===== src/rtl/td4_pkg.sv =====
// td4_pkg: shared constants and the program-loader state type for the
// TD4 writable program store.
//   ADR_W / DATA_W / DEPTH : instruction memory geometry (DEPTH == 2**ADR_W)
//   LOAD_HDR               : byte that opens a load frame
//   load_state_e           : loader FSM states
package td4_pkg;

  localparam int ADR_W  = 4;
  localparam int DATA_W = 8;
  localparam int DEPTH  = 16;

  localparam logic [7:0] LOAD_HDR = 8'hA5;

  typedef enum logic [2:0] {
    WAIT_HDR = 3'd0,
    LOAD     = 3'd1,
    CHECK    = 3'd2,
    DONE     = 3'd3,
    RUN      = 3'd4,
    ERR      = 3'd5
  } load_state_e;

endpackage


===== src/rtl/td4_prog_mem.sv =====
// td4_prog_mem: DEPTH x DATA_W instruction register file.
//   clk      : rising-edge clock
//   reset    : asynchronous active-low clear of every word
//   we/wa/wd : synchronous write port
//   rom_adr  : combinational read address (CPU side)
//   rom_data : word at rom_adr, same cycle
module td4_prog_mem #(
  parameter int ADR_W  = 4,
  parameter int DATA_W = 8,
  parameter int DEPTH  = 16
) (
  input  logic              clk,
  input  logic              reset,
  input  logic              we,
  input  logic [ADR_W-1:0]  wa,
  input  logic [DATA_W-1:0] wd,
  input  logic [ADR_W-1:0]  rom_adr,
  output logic [DATA_W-1:0] rom_data
);

  logic [DATA_W-1:0] mem [DEPTH];

  always_ff @(posedge clk or negedge reset) begin
    if (!reset) begin
      for (int i = 0; i < DEPTH; i++) begin
        mem[i] <= '0;
      end
    end else if (we) begin
      mem[wa] <= wd;
    end
  end

  assign rom_data = mem[rom_adr];

endmodule


===== src/rtl/td4_prog_loader.sv =====
// td4_prog_loader: writable program store for the TD4 core. Accepts a frame
// (header, DEPTH instruction bytes, 8-bit additive checksum) and releases
// the CPU from reset only after a frame with a matching checksum.
//   clk, reset          : clock, asynchronous active-low reset
//   in_data/in_valid    : load stream byte and its valid
//   in_ready            : loader can take a byte this cycle
//   rom_adr/rom_data    : CPU instruction fetch (combinational)
//   cpu_reset           : active-high reset to the core (low only in RUN)
//   loaded              : one-cycle pulse after a good frame
//   load_err            : level, last frame failed its checksum
//   state_dbg           : current loader state
//
// Handshake: a byte transfers on the rising edge where in_valid && in_ready
// are both high. The source holds in_data/in_valid until that edge; in_ready
// does not depend on in_valid.
module td4_prog_loader #(
  parameter int         ADR_W    = td4_pkg::ADR_W,
  parameter int         DATA_W   = td4_pkg::DATA_W,
  parameter int         DEPTH    = td4_pkg::DEPTH,
  parameter logic [7:0] LOAD_HDR = td4_pkg::LOAD_HDR
) (
  input  logic                  clk,
  input  logic                  reset,
  input  logic [7:0]            in_data,
  input  logic                  in_valid,
  output logic                  in_ready,
  input  logic [ADR_W-1:0]      rom_adr,
  output logic [DATA_W-1:0]     rom_data,
  output logic                  cpu_reset,
  output logic                  loaded,
  output logic                  load_err,
  output td4_pkg::load_state_e  state_dbg
);

  import td4_pkg::*;

  load_state_e      state, state_nxt;
  logic             ready_en;  // keeps in_ready low until the first edge out of reset
  logic             accept;
  logic             is_hdr;
  logic             mem_we;
  logic [ADR_W-1:0] cnt;
  logic [7:0]       sum;

  assign accept    = in_valid && in_ready;
  assign is_hdr    = (in_data == LOAD_HDR);
  assign state_dbg = state;

  // State register
  always_ff @(posedge clk or negedge reset) begin
    if (!reset) begin
      state <= WAIT_HDR;
    end else begin
      state <= state_nxt;
    end
  end

  // Next-state logic
  always_comb begin
    state_nxt = state;
    unique case (state)
      WAIT_HDR, ERR, RUN: begin
        if (accept && is_hdr) state_nxt = LOAD;
      end
      LOAD: begin
        if (accept && cnt == ADR_W'(DEPTH - 1)) state_nxt = CHECK;
      end
      CHECK: begin
        if (accept) state_nxt = (in_data == sum) ? DONE : ERR;
      end
      DONE:    state_nxt = RUN;
      default: state_nxt = WAIT_HDR;
    endcase
  end

  // Outputs
  always_comb begin
    in_ready  = ready_en && (state != DONE);
    cpu_reset = (state != RUN);
    loaded    = (state == DONE);
    mem_we    = in_valid && in_ready && (state == LOAD);
  end

  // Address counter, running checksum, error flag
  always_ff @(posedge clk or negedge reset) begin
    if (!reset) begin
      ready_en <= 1'b0;
      cnt      <= '0;
      sum      <= '0;
      load_err <= 1'b0;
    end else begin
      ready_en <= 1'b1;
      if (accept) begin
        unique case (state)
          WAIT_HDR, ERR, RUN: begin
            if (is_hdr) begin
              cnt      <= '0;
              sum      <= '0;
              load_err <= 1'b0;
            end
          end
          LOAD: begin
            cnt <= cnt + ADR_W'(1);
            sum <= sum + in_data;
          end
          CHECK: begin
            if (in_data != sum) load_err <= 1'b1;
          end
          default: ;
        endcase
      end
    end
  end

  td4_prog_mem #(
    .ADR_W  (ADR_W),
    .DATA_W (DATA_W),
    .DEPTH  (DEPTH)
  ) u_mem (
    .clk      (clk),
    .reset    (reset),
    .we       (mem_we),
    .wa       (cnt),
    .wd       (DATA_W'(in_data)),
    .rom_adr  (rom_adr),
    .rom_data (rom_data)
  );

endmodule


===== config.mk =====
export PLATFORM = sky130hd
export DESIGN_NAME = td4_prog_loader
export DESIGN_NICKNAME = d
export VERILOG_FILES = /design/src/rtl/td4_pkg.sv /design/src/rtl/td4_prog_mem.sv /design/src/rtl/td4_prog_loader.sv
export SDC_FILE = /design/constraint.sdc
export NUM_CORES = 1
export LEC_CHECK = 0
export ABC_AREA = 1
export CORE_MARGIN = 2
export CORE_UTILIZATION = 61
export DETAILED_ROUTE_END_ITERATION = 10
export MAX_ROUTING_LAYER = met4
export PLACE_DENSITY_LB_ADDON = 0.25
export SLEW_MARGIN = 20
export SYNTH_ARGS = -nofsm -noshare
export SYNTH_HDL_FRONTEND = slang
export SYNTH_SLANG_ARGS = --single-unit
export TNS_END_PERCENT = 100

===== constraint.sdc =====
create_clock -name clk -period 2.25 [get_ports clk]
set_clock_uncertainty 0.1 [all_clocks]
set_input_delay 0.45 -clock clk [delete_from_list [all_inputs] [get_ports clk]]
set_output_delay 0.45 -clock clk [all_outputs]
set_load 0.01 [all_outputs]

==> Flow_metrics.wiki <==
{| class="wikitable"
! Metric !! Value
|-
| GRT overflow || 0
|-
| Synthesized area per cell || between 7 and 8 um^2
|-
| Worst relative slew slack || between 60% and 70%
|-
| Area delta synth->final || 18.50%
|-
| Share of layout cells above drive strength 1 || between 10% and 20%
|-
| Io pins || 30
|-
| RR Startpoint || state_dbg[1]$_DFFE_PN0P_
|-
| Net Count, Synth || 1015
|-
| Critical path launch point type || flip-flop
|-
| Die outline area || 0.01330 mm^2
|-
| Slowest stage delay, CP || around 0.37 ns
|-
| Required time of the critical path || 1.70 ns
|-
| Wire per inst || 16.75 um
|-
| Synthesized netlist cell count || around 990
|-
| Pwr Density || around 990 mW/mm^2
|-
| Cell type contributing the most total cell area after synthesis || dfrtp_1
|-
| CTS buffer count || 17
|-
| Final weighted congestion in routability-driven placement || roughly 0.96
|-
| Global-route wire length before repair || between 30000 and 40000 um
|-
| Antenna Cells || 0
|-
| Port bufs || 29
|-
| Remaining DRCs || 0
|-
| Die span in x || ~120 um
|-
| Core footprint || between 0.01 and 0.015 mm^2
|-
| Total clock sinks || ~150
|-
| Number of nets in the layout || about 1100
|-
| Xor/xnor share of the synthesized area || 0.2316%
|-
| Drt total wl || 20350 um
|-
| Via count of the first global-routing pass || roughly 6300
|-
| Slowest CP cell || dfrtp_1
|-
| Placed Area || 0.008270 mm^2
|-
| Total setup violations reported at the end of the flow || 0
|-
| Maximum frequency from static timing analysis || 462.4 MHz
|-
| Status || completed
|-
| Initial standard-cell utilization of the core || roughly 63%
|-
| Combinational family with the most area after synthesis || simple AND/OR/NAND/NOR gates
|-
| Final hold violation count || 0
|-
| Tightest Pin Transition || approximately 0.51 ns
|-
| Count of cells along the worst register-to-register path || 9
|-
| Total half-perimeter wirelength after legalization and detailed placement || about 13000 um
|-
| Setup repair after global routing missed its margin || no
|-
| Number of distinct standard cells referenced by the synthesized netlist || 28
|-
| Total Routing Usage GR || between 30% and 40%
|-
| Synth Cell Area || 0.007562 mm^2
|-
| Count of cells along the worst hold path || 2
|-
| Buffers from clock root to sink, at most || 2
|-
| Clock latency on the worst-skew pair || between 0.4 and 0.5 ns
|-
| LEAKAGE || 4.690 nW
|-
| Number of search-and-repair iterations in the first detailed-routing pass || 6
|-
| Hold Path Class || reg -> reg
|-
| Detailed-route via count || approximately 6900
|-
| Final cell area excluding filler cells || between 0.008 and 0.009 mm^2
|-
| Count of flip-flops with a built-in enable after synthesis || 0
|-
| TritonCTS clock tree || built
|-
| Most frequently used flop master after synthesis || dfrtp_1
|-
| Share of synthesized registers carrying an async set or reset || 100.0%
|-
| Floorplan row count || 40
|-
| Crit path arrival time || about 1.6 ns
|-
| Root buffer cell || clkbuf_16
|-
| Hold Crit Endpoint || sum[0]$_DFFE_PN0P_
|-
| Mux contribution to synthesized area || 0%
|-
| Synth warnings || 0
|-
| Max-slew violation count || 0
|-
| Number of maximum-capacitance violations || 0
|-
| Antenna violations before repair || 0
|-
| Register area || ~0.0036 mm^2
|-
| Synthesized flop and latch total || around 150
|-
| Filler Cells Inserted || roughly 930
|-
| Basic-gate share of the synthesized area counting and, or, nand and nor cells || about a quarter
|-
| Largest net degree at the start of global routing || 54
|-
| Capture instance of the worst register-to-register path || u_mem.mem[11]$_DFFE_PN0P_
|-
| Initial DRC count || approximately 750
|-
| Adder-cell area share of the yosys netlist || 2.085%
|-
| Crit path time final || ~2.2 ns
|-
| Final worst path period share || 96.11%
|-
| Biggest area contributors in the synthesized netlist || dfrtp_1, nand2_1, o21ai_0
|-
| Cell-by-cell trace of the critical path || o21ai_0 > nand3_1 > nand3_2 > nand2_1 > clkdlybuf4s15_2
|-
| H-tree lvl count || 4
|-
| Total area of multi-input combinational cells || around 0.0033 mm^2
|-
| Category of the worst setup path capture point || output pin
|-
| Maximum vdd ir drop || 0.6516 mV
|-
| Setup TNS || 0 ns
|-
| Critical path type || reg -> out
|-
| Worst hold path startpoint || sum[0]$_DFFE_PN0P_
|-
| Post-synthesis compound-gate area fraction || 16.48%
|-
| Die extent in y || 115.3 um
|-
| Vias per Instance || around 5.6
|-
| Sequential cell area fraction in the yosys report || a little under half
|-
| Clock transition time at the flip-flop clock pins of the worst setup and hold paths || about 0.06 ns
|-
| Count of antenna-violating nets left after detailed routing || 0
|-
| Maximum fanout count along the critical path || 2
|-
| Area share of the largest cell type after synthesis || approximately 48%
|-
| R2R Setup Slk || between 0.3 and 0.4 ns
|}
-- critical path, delay by kind of cell, from the launching register on --
kind            cells  cell delay (ns)
flops               1             0.37
simple gates        3             0.33
compound gates      1             0.26
buf+inv             1             0.22
-- layout make-up --
class                           count  area share, %
Multi-Input combinational cell    681          36.79
Sequential cell                   145          40.52
Clock inverter                     11          1.759
Tap cell                          168          2.346
Clock buffer                       21          5.362
Timing Repair Buffer               85          8.796
Inverter                          104          4.426
-- per-layer routing --
layer	wire length (um)	share of wire [%]	global-route usage, %	vias up
li1	-	-	-	3274
met1	8805	43	47.07	3205
met2	9357	46	48.03	317
met3	1621	8.0	7.644	60
met4	566	2.8	13.01	0
met5	0	0	-	-
-- through the flow --
stage          utilization [%]  worst slack [ns]  power [mW]  cells  hold slack [ns]
2_1_floorplan                -            0.2623       4.920    988          0.05441
3_3_place_gp             68.57           -0.3403       5.646   1179           0.3384
3_5_place_dp             68.57           -0.4062       5.729   1179           0.3399
4_1_cts                  74.19         0.0007133       8.784   1213           0.3775
5_1_grt                  74.29          0.009352       9.277   1215           0.4082
6_report                 74.29           0.08741       8.841   1215           0.3737
-- sequential cells by signal, indices dropped and copies added, names as in the netlist --
| register | flops |
|---|---|
| cnt | 4 |
| load_err | 1 |
| ready_en | 1 |
| state_dbg | 3 |
| sum | 8 |
| u_mem.mem | 128 |
-- placed cells by master (no fill, tap or decap), drive strengths merged --
master         netlist  layout
ha                  11      11
clkinvlp             0       2
a21oi               36      36
nand3               67      67
dlymetal6s2s         0       2
o211ai              32      32
nand4                3       3
xnor2                1       1
dlygate4sd2          0       1
clkdlybuf4s50        0      15
clkdlybuf4s15        0       1
conb                 1       1
fa                   1       1
nor2                32      32
buf                 27      58
dfrtp              145     145
nor3b                1       1
nand2              330     330
inv                104     103
clkinv               0       6
dlygate4sd3          0       1
xor2                 1       1
o21ai              165     165
clkbuf              31      28
bufinv               0       4
-- power by group --
| group | internal [mW] | total (mW) | leakage (nW) | switching, mW |
|---|---|---|---|---|
| registers | 3.12 | 3.41 | 1.69 | 0.282 |
| clock network | 1.96 | 3.06 | 0.318 | 1.10 |
| logic | 0.835 | 2.37 | 2.68 | 1.54 |
-- synthesized netlist by cell type, types with 3 or more instances --
cell type / instances
a21oi_1: 36
buf_1: 10
buf_2: 15
clkbuf_1: 28
clkbuf_2: 3
dfrtp_1: 145
ha_1: 11
inv_1: 99
inv_2: 4
nand2_1: 329
nand3_1: 64
nand3_2: 3
nand4_1: 3
nor2_1: 16
nor2_2: 11
nor2_8: 5
o211ai_1: 32
o21ai_0: 159
o21ai_1: 6
-- worst max path at each step --
| stage | startpoint | slack (ns) | end | cells after the start |
|---|---|---|---|---|
| floorplan | rom_adr[0] | 0.26 | rom_data[4] | 7 |
| global placement | rom_adr[2] | -0.34 | rom_data[6] | 6 |
| detailed placement | rom_adr[2] | -0.41 | rom_data[6] | 6 |
| CTS | u_mem.mem[65]$_DFFE_PN0P_ | 0.0007 | rom_data[1] | 8 |
| global route | u_mem.mem[52]$_DFFE_PN0P_ | 0.009 | rom_data[4] | 7 |
| finish | u_mem.mem[124]$_DFFE_PN0P_ | 0.09 | rom_data[4] | 5 |
-- kinds of logic (layout without fill, tap and decap cells) --
kind of cell / after synthesis / in the layout
flip-flops: 145 / 145
other: 1 / 1
AO/OA/AOI/OAI: 233 / 233
XOR/XNOR: 2 / 2
adder cells (fa/ha/maj): 12 / 12
buffers and inverters: 162 / 221
AND/OR/NAND/NOR: 433 / 433
-- what timing repair did --
action / 4_1_cts / 5_1_grt
hold endpoints to repair: 49 / 0
pin swaps: 0 / 2
hold buffers: 1 / 0
setup buffers: 1 / 2
resized for setup: 22 / 20
setup endpoints to repair: 9 / 10
(Power assumes the default switching activity.)
